===== src/rtl/writeback_regfile_pkg.sv =====
// Shared definitions for the writeback stage and register file.
package writeback_regfile_pkg;

   localparam int unsigned REG_COUNT = 32;

   typedef logic [4:0] reg_idx_t;

   // funct3 encodings of the RV64 loads; 3'b111 is reserved and handled as ld.
   typedef enum logic [2:0] {
      LOAD_LB  = 3'b000,
      LOAD_LH  = 3'b001,
      LOAD_LW  = 3'b010,
      LOAD_LD  = 3'b011,
      LOAD_LBU = 3'b100,
      LOAD_LHU = 3'b101,
      LOAD_LWU = 3'b110,
      LOAD_RSV = 3'b111
   } load_funct3_e;

endpackage


===== src/rtl/writeback_regfile_load_extend.sv =====
// Combinational load sign/zero extension selected by the load funct3.
module load_extend
   import writeback_regfile_pkg::*;
#(
   parameter int unsigned WIDTH = 64
) (
   input  logic [2:0]       funct3,
   input  logic [WIDTH-1:0] data_in,
   output logic [WIDTH-1:0] data_out
);

   // Extend the right-aligned slice chosen by funct3; reserved code acts as ld.
   always_comb begin
      data_out = data_in;
      case (funct3)
         LOAD_LB:  data_out = {{(WIDTH-8){data_in[7]}},   data_in[7:0]};
         LOAD_LH:  data_out = {{(WIDTH-16){data_in[15]}}, data_in[15:0]};
         LOAD_LW:  data_out = {{(WIDTH-32){data_in[31]}}, data_in[31:0]};
         LOAD_LBU: data_out = {{(WIDTH-8){1'b0}},         data_in[7:0]};
         LOAD_LHU: data_out = {{(WIDTH-16){1'b0}},        data_in[15:0]};
         LOAD_LWU: data_out = {{(WIDTH-32){1'b0}},        data_in[31:0]};
         default:  data_out = data_in;
      endcase
   end

endmodule


===== src/rtl/writeback_regfile.sv =====
// Writeback stage, 32-entry architectural register file and pending-write
// scoreboard. Optional macro WB_BYPASS_EN enables same-cycle write->read
// bypass and masks the in-progress write out of the hazard check.
module writeback_regfile
   import writeback_regfile_pkg::*;
#(
   parameter int unsigned BUS_DATA_WIDTH = 64
) (
   input  logic                      clk,
   input  logic                      reset_n,
   input  logic                      inWbValid,
   input  logic                      inRegWrite,
   input  logic                      inMemOrReg,
   input  logic [2:0]                inLoadFunct3,
   input  logic [BUS_DATA_WIDTH-1:0] inAluResult,
   input  logic [BUS_DATA_WIDTH-1:0] inMemData,
   input  logic [4:0]                inDestRegister,
   input  logic [4:0]                inReadReg1,
   input  logic [4:0]                inReadReg2,
   output logic [BUS_DATA_WIDTH-1:0] outReadData1,
   output logic [BUS_DATA_WIDTH-1:0] outReadData2,
   input  logic                      inIssueValid,
   input  logic                      inIssueRegWrite,
   input  logic [4:0]                inIssueDest,
   output logic                      outHazard,
   output logic                      outWbValid,
   output logic [4:0]                outWbRegister,
   output logic [BUS_DATA_WIDTH-1:0] outWbData
);

   logic [BUS_DATA_WIDTH-1:0] regs_q [REG_COUNT];
   logic [BUS_DATA_WIDTH-1:0] regs_d [REG_COUNT];
   logic [REG_COUNT-1:0]      pending_q, pending_d;
   logic                      wb_valid_q, wb_valid_d;
   reg_idx_t                  wb_reg_q, wb_reg_d;
   logic [BUS_DATA_WIDTH-1:0] wb_data_q, wb_data_d;

   logic [BUS_DATA_WIDTH-1:0] load_data;
   logic [BUS_DATA_WIDTH-1:0] wb_data;
   logic                      wr_qual;
   reg_idx_t                  wr_idx;
   logic                      issue_set;
   logic [REG_COUNT-1:0]      pend_eff;

   load_extend #(.WIDTH(BUS_DATA_WIDTH)) u_load_extend (
      .funct3   (inLoadFunct3),
      .data_in  (inMemData),
      .data_out (load_data)
   );

   // Select writeback data and qualify the register write.
   always_comb begin
      wb_data   = inMemOrReg ? load_data : inAluResult;
      wr_idx    = inDestRegister;
      wr_qual   = inWbValid && inRegWrite && (wr_idx != '0);
      issue_set = inIssueValid && inIssueRegWrite && (inIssueDest != '0);
   end

   // Next state of the register array; x0 is never written.
   always_comb begin
      regs_d = regs_q;
      if (wr_qual) begin
         regs_d[wr_idx] = wb_data;
      end
   end

   // Scoreboard next state: clear on writeback, then set on issue so the
   // younger issue wins when both hit the same index.
   always_comb begin
      pending_d = pending_q;
      if (wr_qual) begin
         pending_d[wr_idx] = 1'b0;
      end
      if (issue_set) begin
         pending_d[inIssueDest] = 1'b1;
      end
      pending_d[0] = 1'b0;
   end

   // Registered writeback report; data/register hold when no write occurs.
   always_comb begin
      wb_valid_d = wr_qual;
      wb_reg_d   = wb_reg_q;
      wb_data_d  = wb_data_q;
      if (wr_qual) begin
         wb_reg_d  = wr_idx;
         wb_data_d = wb_data;
      end
   end

   // Combinational read ports, optional bypass of the write in progress.
   always_comb begin
      outReadData1 = regs_q[inReadReg1];
      outReadData2 = regs_q[inReadReg2];
`ifdef WB_BYPASS_EN
      if (wr_qual && (inReadReg1 == wr_idx)) begin
         outReadData1 = wb_data;
      end
      if (wr_qual && (inReadReg2 == wr_idx)) begin
         outReadData2 = wb_data;
      end
`endif
      if (inReadReg1 == '0) begin
         outReadData1 = '0;
      end
      if (inReadReg2 == '0) begin
         outReadData2 = '0;
      end
   end

   // Hazard: any source or the issuing destination still awaiting writeback.
   always_comb begin
      pend_eff = pending_q;
`ifdef WB_BYPASS_EN
      if (wr_qual) begin
         pend_eff[wr_idx] = 1'b0;
      end
`endif
      outHazard = pend_eff[inReadReg1] | pend_eff[inReadReg2] | pend_eff[inIssueDest];
   end

   // State update; asynchronous reset drops any in-flight writeback.
   always_ff @(posedge clk or negedge reset_n) begin
      if (!reset_n) begin
         for (int unsigned i = 0; i < REG_COUNT; i++) begin
            regs_q[i] <= '0;
         end
         pending_q  <= '0;
         wb_valid_q <= 1'b0;
         wb_reg_q   <= '0;
         wb_data_q  <= '0;
      end else begin
         for (int unsigned i = 0; i < REG_COUNT; i++) begin
            regs_q[i] <= regs_d[i];
         end
         pending_q  <= pending_d;
         wb_valid_q <= wb_valid_d;
         wb_reg_q   <= wb_reg_d;
         wb_data_q  <= wb_data_d;
      end
   end

   assign outWbValid    = wb_valid_q;
   assign outWbRegister = wb_reg_q;
   assign outWbData     = wb_data_q;

endmodule


===== config.mk =====
export PLATFORM = sky130hd
export DESIGN_NAME = writeback_regfile
export DESIGN_NICKNAME = d
export VERILOG_FILES = /design/src/rtl/writeback_regfile_pkg.sv /design/src/rtl/writeback_regfile_load_extend.sv /design/src/rtl/writeback_regfile.sv
export SDC_FILE = /design/constraint.sdc
export NUM_CORES = 2
export LEC_CHECK = 0
export BUFFER_PORTS_ARGS = -buffer_cell sky130_fd_sc_hd__buf_2
export CAP_MARGIN = 15
export CORE_MARGIN = 3
export CORE_UTILIZATION = 55
export CTS_BUF_LIST = sky130_fd_sc_hd__clkbuf_8
export DETAILED_ROUTE_END_ITERATION = 7
export PLACE_DENSITY = 0.72
export RECOVER_POWER = 100
export SYNTH_ARGS = -nofsm -noshare
export SYNTH_HDL_FRONTEND = slang
export SYNTH_HIERARCHICAL = 1
export SYNTH_SLANG_ARGS = --single-unit

===== constraint.sdc =====
create_clock -name clk -period 4.4 [get_ports clk]
set_input_delay 0.44 -clock clk [delete_from_list [all_inputs] [get_ports clk]]
set_output_delay 0.44 -clock clk [all_outputs]
set_load 0.03 [all_outputs]

# == Word level (Yosys, flattened, before mapping) ==
# Index checks and enable logic that the tools add are counted.
# word_totals
word_cells,96
output_inout_bits,199
inputBits,158
regBits,2149
# op_classes
magnitude_cmp,10
bitwise,8
n_eq_ne,5
reduce_logical,12
n_mux,25
# ops
operator,n
2048-bit bitwise mux,1
64-bit binary-select mux with 5-bit select,2
64-bit two-way mux,8
64-bit one-hot mux with 6 select lines,1
64-bit demux with 5-bit select,1
32-bit two-way mux,2
32-bit bitwise AND,1
32-bit NOT,1
32-bit OR,1
5-bit by 6-bit < comparator with 1-bit output (second input constant),4
6-bit greater-or-equal comparator (second input constant),3
5-bit NOT with 6-bit output,3
1-bit binary-select mux with 5-bit select,3
1-bit demux with 5-bit select,2
5-bit by 1-bit greater-or-equal comparator with 1-bit output (second input constant),2
5-bit logical NOT,2
5-bit nonzero test,2
3-bit equality test (second input constant),3
1-bit logical AND,7
6-bit by 1-bit < comparator with 1-bit output (second input constant),1
1-bit two-way mux,5
3-bit by 1-bit equality test with 1-bit output (second input constant),1
3-bit by 2-bit equality test with 1-bit output (second input constant),1
3-bit logical NOT,1
1-bit OR,2

# == Longest topological paths before layout ==
# depth
ltp_word,9
mapped_depth,10
ltp_nobuf,6

# == Hierarchy ==
# The synthesis kept the hierarchy.
# by_module_without_submodules
module,area_per_inst_um2,cells_per_inst,seq_area_each_um2,n_inst
writeback_regfile,108869.4,9371,53776.6,1
load_extend,954.7,150,0.0,1

# == Least setup slack after synthesis ==
# Ideal clock, no wire load.
# synth_timing
path_kind,input port to output port
startpoint,input inReadReg1[0]
endpoint,output outReadData1[11]
stages,7
n_path_buf,3
arrival_time_ps,2462
path_slack_ps,1498
required_time_ps,3960
path_cell_list,buf_2 > clkbuf_1 > buf_2 > mux4_2 > mux4_2 > nand2_1 > o21ai_0
# synth_via
elab_chain_cells,5
word_cells_on_any_way,6
classes_between,4 x mux; 1 x bitwise; 1 x reduce/logical
# synth_rtl
item,line_no,rtl
from (decl),writeback_regfile.sv:18,"input logic [4:0] inReadReg1,"
5-bit NOT with 6-bit output (not written as such),writeback_regfile.sv:93,outReadData1 = regs_q[inReadReg1];
64-bit binary-select mux with 5-bit select,writeback_regfile.sv:93,
64-bit two-way mux (not written as such) (2 in series),writeback_regfile.sv:93,
64-bit two-way mux (*),writeback_regfile.sv:103,if (inReadReg1 == '0) begin
to (decl),writeback_regfile.sv:20,"output logic [BUS_DATA_WIDTH-1:0] outReadData1,"
# Mark *: on every way between the ends. The rest lies on a longest branch, timed or not. The select of a mux whose other input is x is not followed.

# == Worst setup path in the final report ==
# layout_timing
startpoint,input inLoadFunct3[1]
endpoint,register regs_q[1269] (netlist name)
# layout_via
elab_chain_cells,4
word_cells_on_any_way,9
classes_between,5 x eq/ne; 3 x mux; 1 x reduce/logical
# layout_rtl
item,line_no,rtl
from (decl),writeback_regfile.sv:14,"input logic [2:0] inLoadFunct3,"
3-bit equality test (tied with other cells),writeback_regfile_load_extend.sv:15,case (funct3)
64-bit one-hot mux with 6 select lines (*),writeback_regfile_load_extend.sv:15,
named net load_data[53],writeback_regfile.sv:38,logic [BUS_DATA_WIDTH-1:0] load_data;
64-bit two-way mux (*),writeback_regfile.sv:53,wb_data = inMemOrReg ? load_data : inAluResult;
2048-bit bitwise mux (*),writeback_regfile.sv:63,regs_d[wr_idx] = wb_data;
"to (signal, indexed assignment)",writeback_regfile.sv:134,regs_q[i] <= regs_d[i];
to (decl),writeback_regfile.sv:31,logic [BUS_DATA_WIDTH-1:0] regs_q [REG_COUNT];
# Mark *: on every way through the listed nets, which the timed path passes. The rest lies on a longest branch.
# A chain may end at the register's enable or synchronous reset.

==> flow_summary.json <==
{
  "status": "finished, violations left",
  "violations": "max-capacitance violations, max-slew violations",
  "cts_tree": "done",
  "grt_pass1_vias": 85433,
  "vias_per_cell": 6.763,
  "worstPathArrival_ps": 5150,
  "cts_resized": 0,
  "dp_hpwl_um": 208500,
  "fin_ws_ps": 62.01,
  "vias": 84717,
  "ys_warn_count": 6,
  "core_sq_um": 197800,
  "crit_family": "simple AND/OR/NAND/NOR gates",
  "cp.buffers_inverters": 2,
  "seq_area_sq_um": 53780,
  "holdWs_ps": 262.8,
  "area_growth_pct": 11.26,
  "cts.sinks": 2149,
  "synth_edf_count": 0,
  "fillers": 15192,
  "antenna_left": 0,
  "p_leak_uw": 0.05238,
  "clockBufferDepth": 4,
  "fp.dieW_um": 452.9,
  "required_ps": 5210,
  "syn-num-nets": 9679,
  "rsz0062_at_grt": "false",
  "max_slew_margin_pct": -122.0,
  "grt_max_degree": 142,
  "pre_cts_slack_ps": 666.1,
  "post_drt_wl_per_cell_um": 28.64,
  "fin_nets": 9763,
  "worst_pin_slew_ps": 3331,
  "cts_hold_buffers": 96,
  "path_class": "in -> reg",
  "syn_avg_cell_area_sq_um": 11.53,
  "maxSlewViolCount": 3497,
  "grt_use_total_pct": 35.20,
  "htree_levels": 5,
  "seq_area_frac_synth_pct": 48.97,
  "fin_setup_tns_ps": 0,
  "max_freq_ghz": 0.2305,
  "start_kind": "input pin",
  "clk_latency_ps": 1080,
  "chipHeight_um": 452.9,
  "hp-class": "in -> reg",
  "grt_pass1_wl_um": 538200,
  "cts_buffers": 361,
  "setup_viol": 0,
  "period_share_pct": 98.59,
  "drc": 0,
  "crit_slowest_cell": "or2_0",
  "drive_above_1_share_pct": 24.18,
  "overflow": 0,
  "power_density_nw_per_um2": 460.3,
  "drtIter0Drc": 11221,
  "syn_inst": 9521,
  "start_util_pct": 55.52,
  "hold_viol": 0,
  "slowest_delay_ps": 1950,
  "dieArea_sq_um": 205100,
  "min_period_ps": 4338,
  "placementRows": 163,
  "crit_path_frequent_cell": "clkbuf_1",
  "worstPathCellList": "clkbuf_1 -> or2_0 -> o211ai_1 -> mux2i_1 -> clkbuf_1 -> a21oi_1",
  "antenna_found_initial": 14,
  "ys_seq_elements": 2149,
  "place_congestion": 0.8636,
  "async_flop_share_pct": 100.0,
  "yosys_most_used_dff": "dfrtp_1",
  "cts_setup_buffers": 0,
  "root_buffer": "clkbuf_8",
  "skew_ps": 0,
  "ir_drop_v": 0.0003079,
  "dr.pass1.iters": 6,
  "syn_area_sq_um": 109800,
  "wirelength_um": 358800,
  "io_pins": 357,
  "critPathMaxFanout": 23,
  "multi_input_area_sq_um": 51440,
  "synth.distinct_cells": 49,
  "cap_violations": 70,
  "io_buffers": 356,
  "worstSetupEndpointType": "register",
  "clk_pin_slew_worst_paths_ps": 60
}
cell families after synthesis:
group | Yosys count | synth area share (%)
compound gates | 2341 | 10.91
buf+inv | 1193 | 4.457
simple gates | 2405 | 8.408
mux | 1433 | 27.26
flops | 2149 | 48.97
cells in the mapped netlist, drive strengths merged, types with 2 or more instances:
master,number,area (sq um)
or2,3,18.77
o32ai,3,26.28
a2111oi,2,17.52
nand2b,5,31.28
nand4b,3,26.28
nor3b,6,45.04
mux4,1240,27930
dfrtp,2149,53780
nand2,1015,3810
nor3,7,35.03
nand3,41,205.2
or3b,2,17.52
a22o,8,70.07
mux2i,133,1335
nor2,1300,4880
inv,104,390.4
buf,249,1350
o21ai,991,4960
o22ai,22,137.6
nand3b,6,45.04
a21oi,1275,6381
clkbuf,839,3151
o211ai,32,320.3
a32o,2,20.02
mux2,60,675.7
and2,5,31.28
nor2b,4,25.02
nor4,2,12.51
layout make-up:
type                       count  area share, %
antenna                       11        0.02253
inverter                     105         0.3287
clock inverter               162         0.8929
timing repair buffer         809          4.634
multi-input combinational   6179          42.10
clock buffer                 471          5.305
sequential                  2149          44.01
tap                         2640          2.703
final timing paths:
kind | from | to | slack, ps | cells past startpoint
worst min register to register | regs_q[2034]$_DFFE_PN0P_ | regs_q[2034]$_DFFE_PN0P_ | 400 | 0
min in group asynchronous | reset_n | regs_q[128]$_DFFE_PN0P_ | 750 | 2
worst max-delay path | inLoadFunct3[1] | regs_q[1269]$_DFFE_PN0P_ | 60 | 6
max in group asynchronous | reset_n | regs_q[1957]$_DFFE_PN0P_ | 690 | 4
worst max register to register | pend_eff[16]$_DFF_PN0_ | pend_eff[16]$_DFF_PN0_ | 3080 | 2
worst min-delay path | inDestRegister[1] | outWbRegister[1]$_DFFE_PN0N_ | 260 | 3
state kept, by name, summed over array words and instances, names as in the netlist:
register,cells
regs_q,2048
outWbData,64
pend_eff,31
outWbRegister,5
outWbValid,1
layer usage:
metal | routed length [um] | track usage [%] | up-vias
li1 | - | - | 34526
met1 | 124900 | 45.42 | 42854
met2 | 165700 | 53.93 | 5985
met3 | 41830 | 8.434 | 1346
met4 | 26340 | 22.80 | 6
met5 | 40 | 0 | -
per-stage QoR:
| stage | cells | cell area, sq um | utilization, % | power [uW] |
|---|---|---|---|---|
| final | 12526 | 122200 | 61.77 | 56240 |
| after CTS | 12514 | 123700 | 62.53 | 56400 |
| after global routing | 12523 | 122200 | 61.76 | 58660 |
| after global placement | 11785 | 115200 | 58.22 | 36950 |
| after detailed placement | 11785 | 115200 | 58.22 | 37660 |
| after floorplan | 9521 | 109800 | - | 33650 |
tightest hold or removal path: cells and delay by family:
kind     cells  cell delay (ps)
mux          1              160
buf+inv      2              680
placed cells by master (no fill, tap or decap), drive strengths merged, types with 7 or more instances in the layout:
| master | n |
|---|---|
| a21oi | 1275 |
| a22o | 8 |
| buf | 386 |
| bufinv | 15 |
| clkbuf | 796 |
| clkinv | 50 |
| dfrtp | 2149 |
| diode | 11 |
| dlygate4sd3 | 96 |
| inv | 196 |
| mux2 | 60 |
| mux2i | 133 |
| mux4 | 1240 |
| nand2 | 1015 |
| nand3 | 41 |
| nor2 | 1300 |
| nor3 | 7 |
| o211ai | 32 |
| o21ai | 991 |
| o22ai | 22 |
power by group:
group | switching (uW) | internal [uW] | total, uW
Combinational | 6070 | 5760 | 11800
Clock | 8360 | 10400 | 18800
Sequential | 2590 | 23000 | 25600
Total | 17000 | 39200 | 56200
No activity file was read; power rests on OpenSTA's default activity.
